`src/rtl/sprite_ram_loader_pkg.sv`:
```
// ---------------------------------------------------------------------------
// sprite_ram_loader_pkg
//   Sprite geometry, blanking boundary, pixel width and loader FSM state
//   encodings. The HDMI compositor reads the same sprite constants, so a
//   change to the sprite size here moves both sides of the sprite RAM.
// ---------------------------------------------------------------------------
package sprite_ram_loader_pkg;

    localparam int SPRITE_W = 64;
    localparam int SPRITE_H = 64;
    localparam int ADDR_W   = 12;
    localparam int V_ACTIVE = 480;
    localparam int RGB_W    = 24;
    localparam int Y_W      = 10;

    localparam int COL_W    = $clog2(SPRITE_W);
    localparam int ROW_W    = $clog2(SPRITE_H);

    typedef enum logic [1:0] {
        IDLE       = 2'd0,
        WAIT_BLANK = 2'd1,
        LOAD       = 2'd2,
        DONE       = 2'd3
    } loader_state_t;

endpackage

```
`src/rtl/sprite_ram_loader.sv`:
```
// ---------------------------------------------------------------------------
// sprite_ram_loader
//   Write side of the sprite pixel store. Takes a ready/valid stream of RGB
//   pixels and writes them row-major into the dual-port sprite RAM, but only
//   while the display is in vertical blanking, so the compositor never shows
//   a half-written sprite. A load that runs out of blanking pauses and picks
//   up at the same address in the next blanking interval.
//
// Ports
//   clk_25mhz  in   pixel clock, all logic on the rising edge
//   reset      in   synchronous, active-high
//   start      in   pulse: load one full sprite (ignored unless idle)
//   y          in   current scanline from the video timing generator
//   in_valid   in   source pixel valid
//   in_data    in   source pixel {R,G,B}
//   in_ready   out  pixel is accepted this cycle when in_valid is also high
//   wr_en      out  RAM write strobe (one cycle after the accept)
//   wr_addr    out  RAM write address {row, col}
//   wr_data    out  RAM write data
//   busy       out  load requested and not yet finished
//   done       out  one-cycle pulse alongside the last pixel's write
// ---------------------------------------------------------------------------
module sprite_ram_loader (
    input  logic              clk_25mhz,
    input  logic              reset,
    input  logic              start,
    input  logic [9:0]        y,
    input  logic              in_valid,
    input  logic [23:0]       in_data,
    output logic              in_ready,
    output logic              wr_en,
    output logic [11:0]       wr_addr,
    output logic [23:0]       wr_data,
    output logic              busy,
    output logic              done
);

    import sprite_ram_loader_pkg::*;

    localparam logic [COL_W-1:0] COL_LAST = COL_W'(SPRITE_W - 1);
    localparam logic [ROW_W-1:0] ROW_LAST = ROW_W'(SPRITE_H - 1);

    loader_state_t    state;
    loader_state_t    state_nxt;
    logic             blank_q;
    logic [COL_W-1:0] col;
    logic [ROW_W-1:0] row;
    logic             accept;
    logic             last_pixel;

    // Registered blanking flag. Both the FSM and in_ready use this one copy so
    // the loader can never accept a pixel in a cycle it also decides to pause.
    always_ff @(posedge clk_25mhz) begin
        if (reset) begin
            blank_q <= 1'b0;
        end else begin
            blank_q <= (y >= Y_W'(V_ACTIVE));
        end
    end

    assign in_ready   = (state == LOAD) && blank_q;
    assign accept     = in_valid && in_ready;
    assign last_pixel = (row == ROW_LAST) && (col == COL_LAST);
    assign busy       = (state == WAIT_BLANK) || (state == LOAD);
    assign done       = (state == DONE);

    always_ff @(posedge clk_25mhz) begin
        if (reset) begin
            state <= IDLE;
        end else begin
            state <= state_nxt;
        end
    end

    // Leaving LOAD on a blanking drop cannot lose a pixel: in_ready is already
    // low in that cycle, so the accept and the pause are mutually exclusive.
    always_comb begin
        state_nxt = state;
        case (state)
            IDLE: begin
                if (start) begin
                    state_nxt = WAIT_BLANK;
                end
            end
            WAIT_BLANK: begin
                if (blank_q) begin
                    state_nxt = LOAD;
                end
            end
            LOAD: begin
                if (accept && last_pixel) begin
                    state_nxt = DONE;
                end else if (!blank_q) begin
                    state_nxt = WAIT_BLANK;
                end
            end
            DONE: begin
                state_nxt = IDLE;
            end
            default: begin
                state_nxt = IDLE;
            end
        endcase
    end

    // Row/column position of the next pixel. Counters only move on an accept,
    // so a paused load resumes exactly where it stopped.
    always_ff @(posedge clk_25mhz) begin
        if (reset) begin
            col <= '0;
            row <= '0;
        end else if (accept) begin
            if (last_pixel) begin
                col <= '0;
                row <= '0;
            end else if (col == COL_LAST) begin
                col <= '0;
                row <= row + ROW_W'(1);
            end else begin
                col <= col + COL_W'(1);
            end
        end
    end

    // One-cycle registered write port. Address and data hold their last value
    // between writes; only wr_en qualifies them.
    always_ff @(posedge clk_25mhz) begin
        if (reset) begin
            wr_en   <= 1'b0;
            wr_addr <= '0;
            wr_data <= '0;
        end else begin
            wr_en <= accept;
            if (accept) begin
                wr_addr <= {row, col};
                wr_data <= in_data;
            end
        end
    end

endmodule
```
`config.mk`:
```
export PLATFORM = sky130hd
export DESIGN_NAME = sprite_ram_loader
export DESIGN_NICKNAME = d
export VERILOG_FILES = /design/src/rtl/sprite_ram_loader_pkg.sv /design/src/rtl/sprite_ram_loader.sv
export SDC_FILE = /design/constraint.sdc
export NUM_CORES = 1
export LEC_CHECK = 0
export CAP_MARGIN = 30
export CORE_UTILIZATION = 33
export CTS_CLUSTER_SIZE = 24
export DETAILED_ROUTE_END_ITERATION = 8
export GPL_ROUTABILITY_DRIVEN = 0
export GPL_TIMING_DRIVEN = 1
export PLACE_DENSITY = 0.65
export SLEW_MARGIN = 10
export SYNTH_ARGS = -nofsm -noshare
export SYNTH_HDL_FRONTEND = slang
export SYNTH_SLANG_ARGS = --single-unit
```
`constraint.sdc`:
```
create_clock -name clk_25mhz -period 1.8 [get_ports clk_25mhz]
set_input_delay 0.36 -clock clk_25mhz [delete_from_list [all_inputs] [get_ports clk_25mhz]]
set_output_delay 0.36 -clock clk_25mhz [all_outputs]
set_load 0.005 [all_outputs]
```
### Word-level counts from Yosys, hierarchy flattened

Cells that the tools add are included.

* flip-flop bits (word level): 52
* latch bits: 0
* bits in writable memories: 0
* bits in read-only memories: 0
* input port bits: 38
* output and inout bits: 40
* memories: 0

* add/sub/neg operators: 2
* multiply operators: 0
* div/mod/pow operators: 0
* $lt $le $gt $ge: 1
* equal/unequal tests: 8
* shifts and indexed selects: 0
* muxes and demuxes: 9
* bitwise operators: 0
* reduce and logical (&&, ||, !) cells: 9

Operator list (number)
* $mux W6: 4
* $add A6 B1 Y6 const B: 2
* $eq A6 B6 Y1 const B: 2
* $ge A10 B9 Y1 const B: 1
* $mux W2: 4
* $pmux W2 S4: 1
* $eq A2 B2 Y1 const B: 2
* $logic_and A1 B1 Y1: 4
* $ne A2 B2 Y1 const B: 2
* $ne A3 B2 Y1 const B: 1
* $reduce_and A3 Y1: 1
* $eq A2 B1 Y1 const B: 1
* $logic_not A2 Y1: 1
* $reduce_and A2 Y1: 1
* $reduce_bool A2 Y1: 1
* $logic_or A1 B1 Y1: 1

### Depth between registers and ports, before layout

Gate-level depths: netlist (run 1).

* depth after elaboration: 6
* depth in mapped cells: 8
* mapped depth without buffers: 6

### Worst setup path before layout (run 1)

OpenSTA, ideal clock, no wires.

* path type: register -> register
* start: register state[0]
* end: register row[5]
* library setup time: 0.070 ns
* arrival: 1.642 ns
* data required time: 1.730 ns
* slack: 0.087 ns
* stages on the path, launching flop included: 8
* path buffers: 1
* clock period less this slack: 1.713 ns
* cells stage by stage: dfxtp_1 -> inv_1 -> ha_1 -> and3_1 -> buf_2 -> nand3_4 -> or4_1 -> a21oi_1

* longest elaborated chain between the ends: 4

RTL lines
* start: declaration: RTL line sprite_ram_loader.sv:43 `loader_state_t state;`
* start signal: assignment: RTL line sprite_ram_loader.sv:71 `state <= state_nxt;`
* $eq A2 B2 Y1: RTL line sprite_ram_loader.sv:61 `assign in_ready = (state == LOAD) && blank_q;`
* $logic_and A1 B1 Y1: RTL line sprite_ram_loader.sv:61
* $logic_and A1 B1 Y1: RTL line sprite_ram_loader.sv:62 `assign accept = in_valid && in_ready;`
* $reduce_and A2 Y1 (no line)
* end signal: assignment: RTL line sprite_ram_loader.sv:118 `row <= row + ROW_W'(1);`
* end: declaration: RTL line sprite_ram_loader.sv:47 `logic [ROW_W-1:0] row;`

Every way passes these cells.
A chain may end at the register's enable or synchronous reset.

### Worst setup path after layout (run 1)

* start: register state[1]
* end: output port busy

* longest elaborated chain between the ends: 2

RTL lines
* $eq A2 B1 Y1 or $eq A2 B2 Y1 (tied branches): RTL line sprite_ram_loader.sv:64 `assign busy = (state == WAIT_BLANK) || (state == LOAD);`
* $logic_or A1 B1 Y1 *: RTL line sprite_ram_loader.sv:64
* end: declaration: RTL line sprite_ram_loader.sv:34 `output logic busy,`

Every way passes the cells marked *; elsewhere a longest branch is shown, timed or not.

==> results of run 1 <==
-- state kept, by name, summed over array words and instances, names as in the netlist --
| signal | count |
|---|---|
| col | 6 |
| wr_data | 24 |
| blank_q | 1 |
| wr_addr | 12 |
| row | 6 |
| wr_en | 1 |
| state | 2 |
-- repair_timing --
item                                    in CTS  in global routing
endpoints found under the hold margin        0                  0
pin swaps                                    1                  0
endpoints found under the setup margin       2                  1
setup buffers                                1                  0
resized for setup                           10                  1
-- final cells by class --
cell class,instances,share of cell area
flip-flops and latches,52,0.3430
multi-input cells,188,0.3201
repair buffers,83,0.2659
well taps,75,0.03078
clock buffers,6,0.02380
clock inverters,2,0.01149
inverters,4,0.004924
-- logic make-up after synthesis --
kind of cell / count (synthesis)
buffers and inverters: 19
AOI/OAI and AO/OA: 54
xor gates and xnor gates: 3
DFF: 52
adders and majority gates: 7
and+or+nand+nor: 124
-- placed cells by master (no fill, tap or decap), types with 3 or more instances in the layout --
master	Yosys	routed
or4_1	3	3
dfxtp_1	52	50
buf_4	0	10
nand4_1	3	3
clkbuf_8	0	5
nand3_1	9	9
a21oi_1	43	43
clkdlybuf4s50_1	0	68
nor2_1	12	12
nand2_1	84	83
ha_1	7	6
xor2_1	3	3
-- metrics by stage --
| step | instances | TNS (ps) | utilization |
|---|---|---|---|
| CTS | 410 | 0 | 0.5086 |
| detailed placement | 401 | -254.2 | 0.4864 |
| finish | 410 | 0 | 0.5090 |
| global placement | 401 | -181.8 | 0.4864 |
| global route | 410 | 0 | 0.5090 |
| floorplan | 259 | 0 | - |
-- critical path, delay by kind of cell (launching register included) --
kind / cells / cell delay (ps)
adders and majority gates: 1 / 260
buffers and inverters: 2 / 320
DFF: 1 / 400
-- worst max-delay path by stage --
| stage | from | endpoint | slack, ps | depth (start not counted) |
|---|---|---|---|---|
| after global routing | col[0] | state[0] | 40 | 5 |
| after global placement | in_valid | row[5] | -90 | 5 |
| after floorplan | state[0] | row[5] | 90 | 7 |
| after detailed placement | in_valid | row[5] | -120 | 5 |
| final | state[1] | busy | 170 | 3 |
| after CTS | state[0] | done | 40 | 3 |
-- report_power, final --
group	total (mW)	switching (mW)	internal (mW)	leakage, nW
registers	1.22	0.0307	1.19	0.420
clock network	0.788	0.375	0.413	0.0552
logic	0.407	0.190	0.217	0.584
total	2.42	0.596	1.82	1.06
-- per-layer routing --
layer | vias to the layer above | GRT usage
met4 | 0 | 0.05000
met5 | - | 0
li1 | 1017 | -
met2 | 46 | 0.2617
met3 | 7 | 0.04944
met1 | 912 | 0.1893
==> results.md, run 1 <==
- Synth async-reset ratio: 0
- Post-route setup slack: about 170 ps
- Core Rows: 28
- Die X: between 80 and 90 um
- Share of layout cells above drive strength 1: 0.08657
- CP endpoint kind: primary output
- Hold Path End: wr_data[8]
- Max-cap violations: 0
- Initial core utilization: 0.3467
- Hold Path Origin: wr_data[8]
- Hold depth: 2
- Yosys top cell by area: dfxtp_1
- Clk buf depth: 2
- Global-route wire length before repair: 8024 um
- GRT Total Usage: 0.1566
- CTS Sinks: between 50 and 60
- Top FF cell, synth: dfxtp_1
- Diodes inserted: 0
- Max-slew headroom: 0.6409
- Highest Clock Rate: roughly 0.61 GHz
- Max layer used: met4
- Pre-CTS setup slack: -117.3 ps
- Worst R2R Start: state[0]
- DP HPWL: 3251 um
- Minimum clock period after layout: 1633 ps
- Outcome: completed
- Die area: about 6600 sq um
- Total length of routed met3 wires: about 300 um
- Crit path required time: about 1400 ps
- Tot Pwr: 2.416 mW
- Worst-Margin Slew: about 540 ps
- Avg WL per Cell: roughly 12 um
- Reg2Reg Capture Point: row[5]
- Worst R2R Setup Slack: ~230 ps
- Post-synthesis sequential area ratio: 0.5012
- Adder-cell share of the synthesized area: 0.04217
- Critical path type: flip-flop to primary output
- Final max-slew violation count: 0
- Commonest cells in the netlist: 84 x nand2_1, 52 x dfxtp_1, 43 x a21oi_1
- Die H: 81.34 um
- # port buffers: 72
- I/O pin count: 78
- WL met2: approximately 2200 um
- Worst skew pair latency: roughly 300 ps
- Register-to-Register Path Depth: 6
- Core box area: approximately 6000 sq um
- Maximum VDD drop: around 0.32 mV
- Mapped Nets: approximately 300
- WHS: approximately 460 ps
- Ys Warns: 0
- Synth-to-layout area growth: 46.81%
- Complex-gate fraction of the synthesized area: 0.1440
- Sequential cell area: around 1000 sq um
- Period utilization: 0.9070
- Max H-tree Level: 2
- Fillers: between 500 and 600
- Critical Path Fanout Max: 5
- Placed cell area: 2914 sq um
- Vias in the first global route: about 1800
- Simple-gate area share of the yosys netlist: 0.2639
- Clock-pin slew on the worst setup and hold paths: 90 ps
- RSZ-0062 raised after global routing: no
- Leakage: 1.059 nW
- Most frequent cell after synthesis: nand2_1
- Number of buffers created by CTS: 5
- Routed vias: ~2000
- Routed length on met1: between 2000 and 2500 um
- Final hold vios: 0
- Worst path max stage delay: 400 ps
- XOR/XNOR Fraction of Synth Area: 0.01265
- CTS Hold Bufs: 0
- Power Dens Cells: just under 800 nW/um^2
- Synth Cell Area: between 2000 and 2500 sq um
- DRC Markers: 0
- Crit path max-delay cell type: dfxtp_4
- Root Driver: clkbuf_8
- Count of different cell masters after synthesis: 31
- Final instance area: between 3000 and 4000 sq um
- Synth Register Bits: between 50 and 60
- Largest family of logic cells by synthesized area: simple AND/OR/NAND/NOR gates
- Multi-input logic area: 975.9 sq um
- Vias per cell: around 4.8
- DRT antenna net count: 0
- Post-synth EDFFs: 0
- Initial antenna violation count: 0
- Layout Nets: ~380
- Largest net degree at the start of global routing: 33
- Crit start category: flip-flop
- Gate Count Post-Synth: roughly 260
- Endpoints failing setup: 0
- Final WL: approximately 4800 um
- Top cells by area, synth: dfxtp_1 50%, nand2_1 15%, a21oi_1 10%
- Syn_area_per_cell: 8.019 sq um
- Post-synthesis mux area share: 0
- Hold WC Path Type: flip-flop to flip-flop
- Initial DRT Pass Iterations: 4
- CTS tree: yes
- Clock skew: around 7.5 ps
- Top cell type's share of synthesized area: 0.5012
- CP arrival: 1270 ps
- DRT iter0 DRCs: between 70 and 80
- Worst-path cell chain: inv_2 > ha_1 > dlygate4sd2_1
- Remaining global-route overflow: 0
No activity file was read; power rests on OpenSTA's default activity.
==> run 2, diff against run 1 <==
--- a/config.mk
+++ b/config.mk
@@ -7,7 +7,7 @@
 export LEC_CHECK = 0
 export CAP_MARGIN = 30
 export CORE_UTILIZATION = 33
-export CTS_CLUSTER_SIZE = 24
+export CTS_CLUSTER_SIZE = 16
 export DETAILED_ROUTE_END_ITERATION = 8
 export GPL_ROUTABILITY_DRIVEN = 0
 export GPL_TIMING_DRIVEN = 1
==> results of run 2 <==
Final layout, timing and power as in run 1 (identical DEF).
==> run 3, diff against run 2 <==
--- a/config.mk
+++ b/config.mk
@@ -12,6 +12,7 @@
 export GPL_ROUTABILITY_DRIVEN = 0
 export GPL_TIMING_DRIVEN = 1
 export PLACE_DENSITY = 0.65
+export SKIP_CTS_REPAIR_TIMING = 1
 export SLEW_MARGIN = 10
 export SYNTH_ARGS = -nofsm -noshare
 export SYNTH_HDL_FRONTEND = slang
==> run 3 against run 2 <==
  * Non-clock buffer count grew 1
  * Setup slack better by 25 ps
  * Hold slack is essentially flat
  * Final cell count rose by 0.24%
  * Sequential cell count unchanged
  * Global-route usage down 0.19 points
  * Wire length grew 0.99%
  * Fmax grew 1.5%
==> results.md, run 3 (synthesized netlist as in run 1, its figures left out) <==
- Final WL: between 4000 and 5000 um
- Root Driver: clkbuf_8
- Initial core utilization: 0.3467
- Biggest regs: wr_data x24, wr_addr x12
- Max-slew headroom: 0.6443
- Remaining global-route overflow: 0
- Max H-tree Level: 2
- Diodes inserted: 0
- Core Rows: 28
- Crit path required time: 2040 ps
- DRT antenna net count: 0
- Die X: ~81 um
- DP HPWL: 3251 um
- Post-route setup slack: around 190 ps
- DRC Markers: 0
- Hold depth: 2
- Max-cap violations: 0
- Leakage: between 1 and 1.5 nW
- Period utilization: 0.8933
- Layout Nets: 380
- Register-to-Register Path Depth: 6
- DRT iter0 DRCs: 70
- Core box area: around 6000 sq um
- Worst path max stage delay: ~520 ps
- Die area: approximately 6600 sq um
- Hold Path Origin: wr_data[0]
- Worst R2R Setup Slack: 220 ps
- Clock-pin slew on the worst setup and hold paths: about 90 ps
- Largest net degree at the start of global routing: 33
- CP endpoint kind: flip-flop
- Outcome: completed
- Finished Core Util: 0.5115
- Tot Pwr: roughly 2.4 mW
- Endpoints failing setup: 0
- Commonest non-fill, non-tap cell in the layout: nand2_1
- Commonest non-fill, non-tap cells in the layout: 83 x nand2_1, 68 x clkdlybuf4s50_1, 50 x dfxtp_1, 43 x a21oi_1, 12 x nor2_1
- Crit path max-delay cell type: clkdlybuf4s50_1
- GRT Total Usage: 0.1547
- Clk buf depth: 2
- Reg2Reg Capture Point: row[5]
- Global-route wire length before repair: about 8000 um
- Worst skew pair latency: approximately 300 ps
- Highest Clock Rate: a little over 0.6 GHz
- Number of buffers created by CTS: 5
- Hold WC Path Type: flip-flop to flip-flop
- Final hold vios: 0
- Crit path launch: in_valid
- Initial DRT Pass Iterations: 4
- Vias per cell: approximately 4.8
- Critical path type: primary input to flip-flop
- # port buffers: 72
- Worst-path cell chain: clkdlybuf4s50_1 > and3_1 > nand3_4 > or4_1 > a21oi_1
- I/O pin count: 78
- Worst R2R Start: state[0]
- Pre-CTS setup slack: -117.3 ps
- Crit start category: primary input
- Avg WL per Cell: 11.70 um
- Worst-Margin Slew: between 500 and 600 ps
- Routed vias: between 1500 and 2000
- Share of layout cells above drive strength 1: 0.08929
- Biggest register: wr_data
- Synth-to-layout area growth: 47.53%
- Vias in the first global route: 1775
- Minimum clock period after layout: 1608 ps
- Clock skew: approximately 6.5 ps
- CTS tree: yes
- CP arrival: ~1900 ps
- Largest register FFs: 24
- CTS Sinks: 52
- Initial antenna violation count: 0
- Hold Path End: wr_data[0]
- Maximum VDD drop: around 0.32 mV
- Final max-slew violation count: 0
- Power Dens Cells: 795.6 nW/um^2
- RSZ-0062 raised after global routing: no
- Critical Path Fanout Max: 7
- Die H: 81.34 um
==> run 3: cell types whose count changed in the layout (fill, tap and decap cells not counted), sizes merged <==
cell,before,now
dlygate4sd2,2,0
dlymetal6s2s,1,3
buf,12,13
==> run 3: worst max-delay path, delay by kind of cell <==
kind / cells / cell delay, ps
compound gates: 1 / 150
simple gates: 3 / 820
buf+inv: 1 / 520
==> run 3: area by class of cell <==
cell class,count,area [sq um]
Clock inverter,2,35.03
Timing Repair Buffer,84,825.8
Inverter,4,15.01
Sequential cell,52,1046
Fill cell,591,2927
Multi-Input combinational cell,188,975.9
Tap cell,75,93.84
Clock buffer,6,72.57
==> run 3: worst max path at each step <==
stage / endpoint / slack, ps / cells after the start
floorplan: row[5] / 90 / 7
global placement: row[5] / -90 / 5
detailed placement: row[5] / -120 / 5
CTS: in_ready / -260 / 5
global route: state[0] / 40 / 5
finish: row[5] / 190 / 5
==> run 3: per-stage QoR <==
stage	TNS, ps	area (sq um)	hold slack (ps)	std cells
finish	0	3064	456.2	411
global route	0	3064	475.2	411
CTS	-431.0	3022	459.0	409
detailed placement	-254.2	2914	445.8	401
global placement	-181.8	2914	441.3	401
floorplan	0	2077	452.7	259
==> run 3: where the power goes <==
group | internal [mW] | total [mW] | switching [mW]
sequential | 1.19 | 1.22 | 0.0289
clock | 0.413 | 0.787 | 0.374
combinational | 0.234 | 0.432 | 0.198
total | 1.84 | 2.44 | 0.602
==> run 3: layer usage <==
layer / routed length [um] / GRT usage / vias up
li1: - / - / 1017
met1: 2219 / 0.1872 / 896
met2: 2213 / 0.2575 / 51
met3: 318 / 0.04944 / 7
met4: 57 / 0.05000 / 0
met5: 0 / 0 / -
